$ cat src/rtl/vend_pkg.sv
`default_nettype none
// +----------------------------------------------------------------------+
// | vend_pkg: denominations, one-hot codes and FSM states for change     |
// | dispensing.                                    Revision: 1.0         |
// +----------------------------------------------------------------------+
package vend_pkg;

  localparam int N_DENOM = 5;

  localparam logic [7:0] c_val50 = 8'd50;
  localparam logic [7:0] c_val20 = 8'd20;
  localparam logic [7:0] c_val10 = 8'd10;
  localparam logic [7:0] c_val5  = 8'd5;
  localparam logic [7:0] c_val1  = 8'd1;

  localparam logic [4:0] c_oh50 = 5'b10000;
  localparam logic [4:0] c_oh20 = 5'b01000;
  localparam logic [4:0] c_oh10 = 5'b00100;
  localparam logic [4:0] c_oh5  = 5'b00010;
  localparam logic [4:0] c_oh1  = 5'b00001;

  typedef enum logic [4:0] {
    S_IDLE   = 5'b00001,
    S_SELECT = 5'b00010,
    S_ISSUE  = 5'b00100,
    S_DONE   = 5'b01000,
    S_FAULT  = 5'b10000
  } state_t;

  function automatic logic [7:0] denom_value(input logic [4:0] oh);
    logic [7:0] v;
    case (oh)
      c_oh50:  v = c_val50;
      c_oh20:  v = c_val20;
      c_oh10:  v = c_val10;
      c_oh5:   v = c_val5;
      c_oh1:   v = c_val1;
      default: v = 8'd0;
    endcase
    return v;
  endfunction

  function automatic logic [7:0] index_value(input int idx);
    logic [7:0] v;
    case (idx)
      4:       v = c_val50;
      3:       v = c_val20;
      2:       v = c_val10;
      1:       v = c_val5;
      default: v = c_val1;
    endcase
    return v;
  endfunction

endpackage
`default_nettype wire

$ cat src/rtl/denom_select.sv
`default_nettype none
// +----------------------------------------------------------------------+
// | denom_select: greedy pick of the largest stocked denomination that   |
// | still fits the amount owed.                    Revision: 1.0         |
// +----------------------------------------------------------------------+
module denom_select import vend_pkg::*; (
  input  logic [7:0]         i_remaining,
  input  logic [N_DENOM-1:0] i_nonzero,
  output logic [N_DENOM-1:0] o_pick,
  output logic               o_found
);

  always_comb begin
    o_pick  = '0;
    o_found = 1'b0;
    for (int i = N_DENOM - 1; i >= 0; i--) begin
      if (!o_found && i_nonzero[i] && (index_value(i) <= i_remaining)) begin
        o_pick[i] = 1'b1;
        o_found   = 1'b1;
      end
    end
  end

endmodule
`default_nettype wire

$ cat src/rtl/change_dispense_ctrl.sv
`default_nettype none
// +----------------------------------------------------------------------+
// | change_dispense_ctrl: pays out change one item at a time with        |
// | inventory tracking, refill and ack timeout.    Revision: 1.0         |
// +----------------------------------------------------------------------+
module change_dispense_ctrl import vend_pkg::*; #(
  parameter int CNT_W       = 6,
  parameter int INIT_CNT    = 10,
  parameter int ACK_TIMEOUT = 255
) (
  input  logic                     sys_clk,
  input  logic                     sys_rst_n,
  input  logic                     req_valid,
  input  logic [7:0]               req_amount,
  output logic                     req_ready,
  output logic                     disp_valid,
  output logic [4:0]               disp_denom,
  input  logic                     disp_ack,
  input  logic                     refill_en,
  input  logic [4:0]               refill_denom,
  input  logic [CNT_W-1:0]         refill_cnt,
  input  logic                     clear_fault,
  output logic [7:0]               remaining,
  output logic                     done,
  output logic [7:0]               shortfall,
  output logic                     fault,
  output logic [5*CNT_W-1:0]       inv_cnt
);

  localparam logic [7:0]       c_ack_timeout = 8'(ACK_TIMEOUT);
  localparam logic [CNT_W-1:0] c_init_cnt    = CNT_W'(INIT_CNT);
  localparam logic [CNT_W-1:0] c_cnt_max     = '1;

  state_t             r_state;
  state_t             w_state_nxt;
  logic [CNT_W-1:0]   r_cnt [N_DENOM];
  logic [CNT_W-1:0]   w_refill_val [N_DENOM];
  logic [7:0]         r_remaining;
  logic [7:0]         r_shortfall;
  logic [7:0]         r_timer;
  logic [4:0]         r_denom;
  logic [N_DENOM-1:0] w_nonzero;
  logic [N_DENOM-1:0] w_pick;
  logic               w_found;
  logic               w_refill_ok;
  logic [7:0]         w_issue_val;

  denom_select u_denom_select (
    .i_remaining (r_remaining),
    .i_nonzero   (w_nonzero),
    .o_pick      (w_pick),
    .o_found     (w_found)
  );

  assign w_issue_val = denom_value(r_denom);
  assign w_refill_ok = refill_en && (refill_denom != 5'd0) &&
                       ((refill_denom & (refill_denom - 5'd1)) == 5'd0);

  // Saturating refill sums, one extra bit to catch the carry.
  always_comb begin
    logic [CNT_W:0] sum;
    sum = '0;
    for (int i = 0; i < N_DENOM; i++) begin
      w_nonzero[i]    = (r_cnt[i] != '0);
      sum             = {1'b0, r_cnt[i]} + {1'b0, refill_cnt};
      w_refill_val[i] = sum[CNT_W] ? c_cnt_max : sum[CNT_W-1:0];
    end
  end

  always_comb begin
    w_state_nxt = r_state;
    req_ready   = 1'b0;
    disp_valid  = 1'b0;
    done        = 1'b0;
    fault       = 1'b0;
    case (r_state)
      S_IDLE: begin
        req_ready = 1'b1;
        if (req_valid) w_state_nxt = (req_amount == 8'd0) ? S_DONE : S_SELECT;
      end
      S_SELECT: w_state_nxt = w_found ? S_ISSUE : S_DONE;
      S_ISSUE: begin
        disp_valid = 1'b1;
        if (disp_ack)
          w_state_nxt = (r_remaining == w_issue_val) ? S_DONE : S_SELECT;
        else if (r_timer == c_ack_timeout)
          w_state_nxt = S_FAULT;
      end
      S_DONE: begin
        done        = 1'b1;
        w_state_nxt = S_IDLE;
      end
      S_FAULT: begin
        fault = 1'b1;
        if (clear_fault) w_state_nxt = S_IDLE;
      end
      default: w_state_nxt = S_IDLE;
    endcase
  end

  always_ff @(posedge sys_clk) begin
    if (sys_rst_n) begin
      r_state     <= S_IDLE;
      r_remaining <= 8'd0;
      r_shortfall <= 8'd0;
      r_timer     <= 8'd0;
      r_denom     <= 5'd0;
      for (int i = 0; i < N_DENOM; i++) r_cnt[i] <= c_init_cnt;
    end else begin
      r_state <= w_state_nxt;
      case (r_state)
        S_IDLE: if (req_valid) begin
          r_remaining <= req_amount;
          r_shortfall <= 8'd0;
        end
        S_SELECT: if (w_found) r_denom <= w_pick;
        else begin
          r_shortfall <= r_remaining;
          r_remaining <= 8'd0;
        end
        S_ISSUE: begin
          if (disp_ack) begin
            r_remaining <= r_remaining - w_issue_val;
            r_timer     <= 8'd0;
          end else if (r_timer == c_ack_timeout) r_timer <= 8'd0;
          else r_timer <= r_timer + 8'd1;
        end
        S_FAULT: if (clear_fault) begin
          r_shortfall <= r_remaining;
          r_remaining <= 8'd0;
        end
        default: ;
      endcase
      // SELECT only picks stocked denominations, so the decrement cannot wrap.
      for (int i = 0; i < N_DENOM; i++) begin
        if ((r_state == S_IDLE) && w_refill_ok && refill_denom[i])
          r_cnt[i] <= w_refill_val[i];
        else if ((r_state == S_ISSUE) && disp_ack && r_denom[i])
          r_cnt[i] <= r_cnt[i] - 1'b1;
      end
    end
  end

  always_comb begin
    inv_cnt = '0;
    for (int i = 0; i < N_DENOM; i++) inv_cnt[i*CNT_W +: CNT_W] = r_cnt[i];
  end

  assign disp_denom = r_denom;
  assign remaining  = r_remaining;
  assign shortfall  = r_shortfall;

endmodule
`default_nettype wire

$ cat config.mk
export PLATFORM = sky130hd
export DESIGN_NAME = change_dispense_ctrl
export DESIGN_NICKNAME = d
export VERILOG_FILES = /design/src/rtl/vend_pkg.sv /design/src/rtl/denom_select.sv /design/src/rtl/change_dispense_ctrl.sv
export SDC_FILE = /design/constraint.sdc
export NUM_CORES = 1
export LEC_CHECK = 0
export BUFFER_PORTS_ARGS = -buffer_cell sky130_fd_sc_hd__buf_2
export CORE_UTILIZATION = 45
export CTS_BUF_LIST = sky130_fd_sc_hd__clkbuf_16
export DETAILED_ROUTE_END_ITERATION = 8
export PLACE_DENSITY = 0.72
export SLEW_MARGIN = 10
export SYNTH_ARGS = -nofsm -noshare
export SYNTH_HDL_FRONTEND = slang
export SYNTH_SLANG_ARGS = --single-unit
$ cat constraint.sdc
create_clock -name sys_clk -period 3.24 [get_ports sys_clk]
set_input_delay 0.162 -clock sys_clk [delete_from_list [all_inputs] [get_ports sys_clk]]
set_output_delay 0.162 -clock sys_clk [all_outputs]
set_load 0.02 [all_outputs]
==> impl_metrics.env <==
export IMPL_ir_drop_uv=369.6
export IMPL_tightest_slew_ns=0.9095
export IMPL_rsz0062_at_grt="false"
export IMPL_setup_tns_ns=0
export IMPL_cts_root_buf="clkbuf_16"
export IMPL_drt_antenna_violating_nets=0
export IMPL_drtIter0Drc=559
export IMPL_cts_tree="done"
export IMPL_finClkSkew_ns=0.007863
export IMPL_async_reset_ff_frac=0
export IMPL_post_cts_resized=0
export IMPL_cts_max_path_buffers=2
export IMPL_pwr_share_seq=0.298
export IMPL_fin_ws_ns=0.3941
export IMPL_antennaDiodeCount=0
export IMPL_antenna_found_initial=0
export IMPL_swShare=0.4067
export IMPL_synth_top_family_by_area="compound AO/OA/AOI/OAI gates"
export IMPL_synth_top_cells_by_area="edfxtp_1 (17%), dfxtp_1 (13%), ha_1 (11%)"
export IMPL_cpPeakStageDelay_ns=0.43
export IMPL_die_h_um=111.0
export IMPL_whs_ns=0.2398
export IMPL_crit_type="reg2reg"
export IMPL_max_freq_ghz=0.3514
export IMPL_final_hold_violation_count=0
export IMPL_slew_violations=0
export IMPL_port_buffer_count=79
export IMPL_fin_crit_ns=2.846
export IMPL_multi_input_area_um2=3486
export IMPL_switching_power_uw=1554
export IMPL_first_pass_iters=7
export IMPL_clkTransAtPathRegs_ns=0.06
export IMPL_start_kind="register"
export IMPL_rrSetupSlack_ns=0.39
export IMPL_cp_max_fo=9
export IMPL_synth_edf_count=30
export IMPL_die_w_um=111.0
export IMPL_cap_violations=0
export IMPL_yosys_area_top_type_share=0.1685
export IMPL_power_leakage_uw=0.002476
export IMPL_place_congestion=0.9359
export IMPL_area_growth_pct=14.65
export IMPL_synthAdderAreaFrac=0.1278
export IMPL_required_ns=3.49
export IMPL_grt_max_degree=41
export IMPL_crit_arrival_ns=3.10
export IMPL_vias=4808
export IMPL_start_util=0.4641
export IMPL_postCtsHoldBufs=0
export IMPL_grt_pass1_vias=4627
export IMPL_cp_slowest_cell="nor4_1"
export IMPL_clk_insertion_delay_late_ns=0.34
export IMPL_clock_sinks=64
export IMPL_synth_compound_area_share=0.2240
export IMPL_yosysSeqAreaShare=0.2959
export IMPL_status="finished with violations"
export IMPL_end_kind="register"
export IMPL_p_clk_frac=0.264
export IMPL_postCtsSetupRepairBufs=0
export IMPL_dpl_cell_area_um2=5822
export IMPL_synth_xor_xnor_area_share=0.06882
export IMPL_wl_per_cell_um=17.81
export IMPL_fin_crit_sh=0.8784
export IMPL_grt_pass1_wl_mm=23.74
export IMPL_wl_mm=14.45
export IMPL_numCtsBuffers=9
export IMPL_synthCells=593
export IMPL_htreeDepth=3
export IMPL_core_um2=11520
export IMPL_dp_hpwl_mm=10.93
export IMPL_avgViaCountPerCell=5.928
export IMPL_stdcell_area_um2=6128
export IMPL_pwr_share_comb=0.438
export IMPL_gr_usage_all_layers=0.2448
export IMPL_yosysWarnings=0
export IMPL_syn_area_um2=5345
export IMPL_io_pin_count=80
export IMPL_drc=14
export IMPL_synth_cell_type_count=67
export IMPL_fill_cells=1072
export IMPL_synth_nets=669
export IMPL_grt_overflow_total=0
export IMPL_power_density_nw_per_um2=623.5
export IMPL_failed_checks="design-rule violations"
export IMPL_place_ws_ns=0.4626
export IMPL_core_rowCount=39
export IMPL_ys_seq_elements=64
export IMPL_synth_top_cell_by_area="edfxtp_1"
export IMPL_fin_nets=739
export IMPL_seqCellArea_um2=1582
export IMPL_dieArea_um2=12320
export IMPL_muxShareOfSynthArea=0.02458
export IMPL_syn_area_per_cell_um2=9.014
export IMPL_synth_simple_area_share=0.2065
export IMPL_hold_class="in2reg"
export IMPL_synthFlopType="dfxtp_1"
export IMPL_drive_gt1_frac=0.2036
export IMPL_crit_chain="nor4_1, nand2_1, and2_1, ha_1, nor2b_1, o31ai_1, a21oi_1, a211oi_1, a22oi_1, o32ai_2"
export IMPL_final_setup_viol_count=0
export IMPL_slew_headroom=0.3891
export IMPL_internal_power_uw=2267
[state kept, by name (all words and copies together) (netlist names)]
| signal | count |
|---|---|
| r_timer | 8 |
| r_state | 5 |
| shortfall | 8 |
| disp_denom | 5 |
| remaining | 8 |
| r_cnt | 30 |
[synthesized netlist by cell type, types with 13 or more instances]
master     n
nor3_1    20
a21oi_1   34
nand2_1   47
nor2b_1   13
edfxtp_1  30
nand2b_1  13
dfxtp_1   34
nor2_1    47
xnor2_1   22
clkbuf_1  13
ha_1      45
nand3_1   21
xor2_1    20
o21ai_0   22
inv_1     31
[final timing paths]
| path | from | end | cells past startpoint |
|---|---|---|---|
| min reg2reg | shortfall[6]$_SDFFE_PP0P_ | shortfall[6]$_SDFFE_PP0P_ | 2 |
| max | disp_denom[3]$_SDFFE_PP0P_ | remaining[7]$_SDFFE_PP0P_ | 10 |
| max reg2reg | disp_denom[3]$_SDFFE_PP0P_ | remaining[7]$_SDFFE_PP0P_ | 10 |
| min | req_amount[7] | r_state[1]$_SDFFE_PP0P_ | 5 |
[layout by cell type (no fill, tap or decap), drive strengths merged, types with 10 or more instances in the layout]
| cell | instances |
|---|---|
| nor3 | 21 |
| and2 | 10 |
| dfxtp | 34 |
| nor2 | 48 |
| a21o | 10 |
| a221oi | 12 |
| buf | 87 |
| ha | 45 |
| nand2b | 13 |
| mux2i | 12 |
| a32oi | 10 |
| a21oi | 34 |
| clkbuf | 10 |
| o21ai | 30 |
| nor2b | 13 |
| nand2 | 47 |
| inv | 33 |
| nand3 | 21 |
| xnor2 | 22 |
| edfxtp | 30 |
| a311oi | 13 |
| xor2 | 20 |
| nor4 | 10 |
[cells by family after synthesis]
kind of cell / Yosys count
xor+xnor: 42
flops: 64
fa+ha+maj: 51
simple gates: 208
buf+inv: 60
compound gates: 155
mux: 13
[power by group through the flow]
stage,logic (uW),registers [uW],clock network (uW)
detailed placement,1660,1150,0
floorplan,1250,1150,0
finish,1670,1140,1010
global placement,1640,1140,0
CTS,1670,1130,1030
global route,1850,1160,1070
[final cells by class]
type,instances,area share
sequential,64,0.2581
clock buffer,10,0.04083
tap,143,0.02920
multi-input combinational,469,0.5688
timing repair buffer,87,0.07432
clock inverter,6,0.009187
inverter,32,0.01960
[critical path: cells and delay by family (launching register included)]
family | cells | cell delay [ns]
AOI/OAI and AO/OA | 5 | 1.14
and+or+nand+nor | 4 | 0.94
DFF | 1 | 0.40
adders and majority gates | 1 | 0.29
[per-stage QoR]
stage | utilization | std cells | total power (uW)
6_report | 0.5322 | 811 | 3821
5_1_grt | 0.5322 | 811 | 4074
4_1_cts | 0.5322 | 811 | 3838
3_5_place_dp | 0.5055 | 795 | 2809
3_3_place_gp | 0.5055 | 795 | 2778
2_1_floorplan | - | 593 | 2397
[metal layers]
metal | vias up | GRT usage | part of all wire
met5 | - | 0 | 0
met4 | 0 | 0.09498 | 0.020
met3 | 20 | 0.05413 | 0.056
met2 | 137 | 0.3958 | 0.47
met1 | 2324 | 0.3176 | 0.45
li1 | 2327 | - | -
Power figures use the tool's default switching activity.
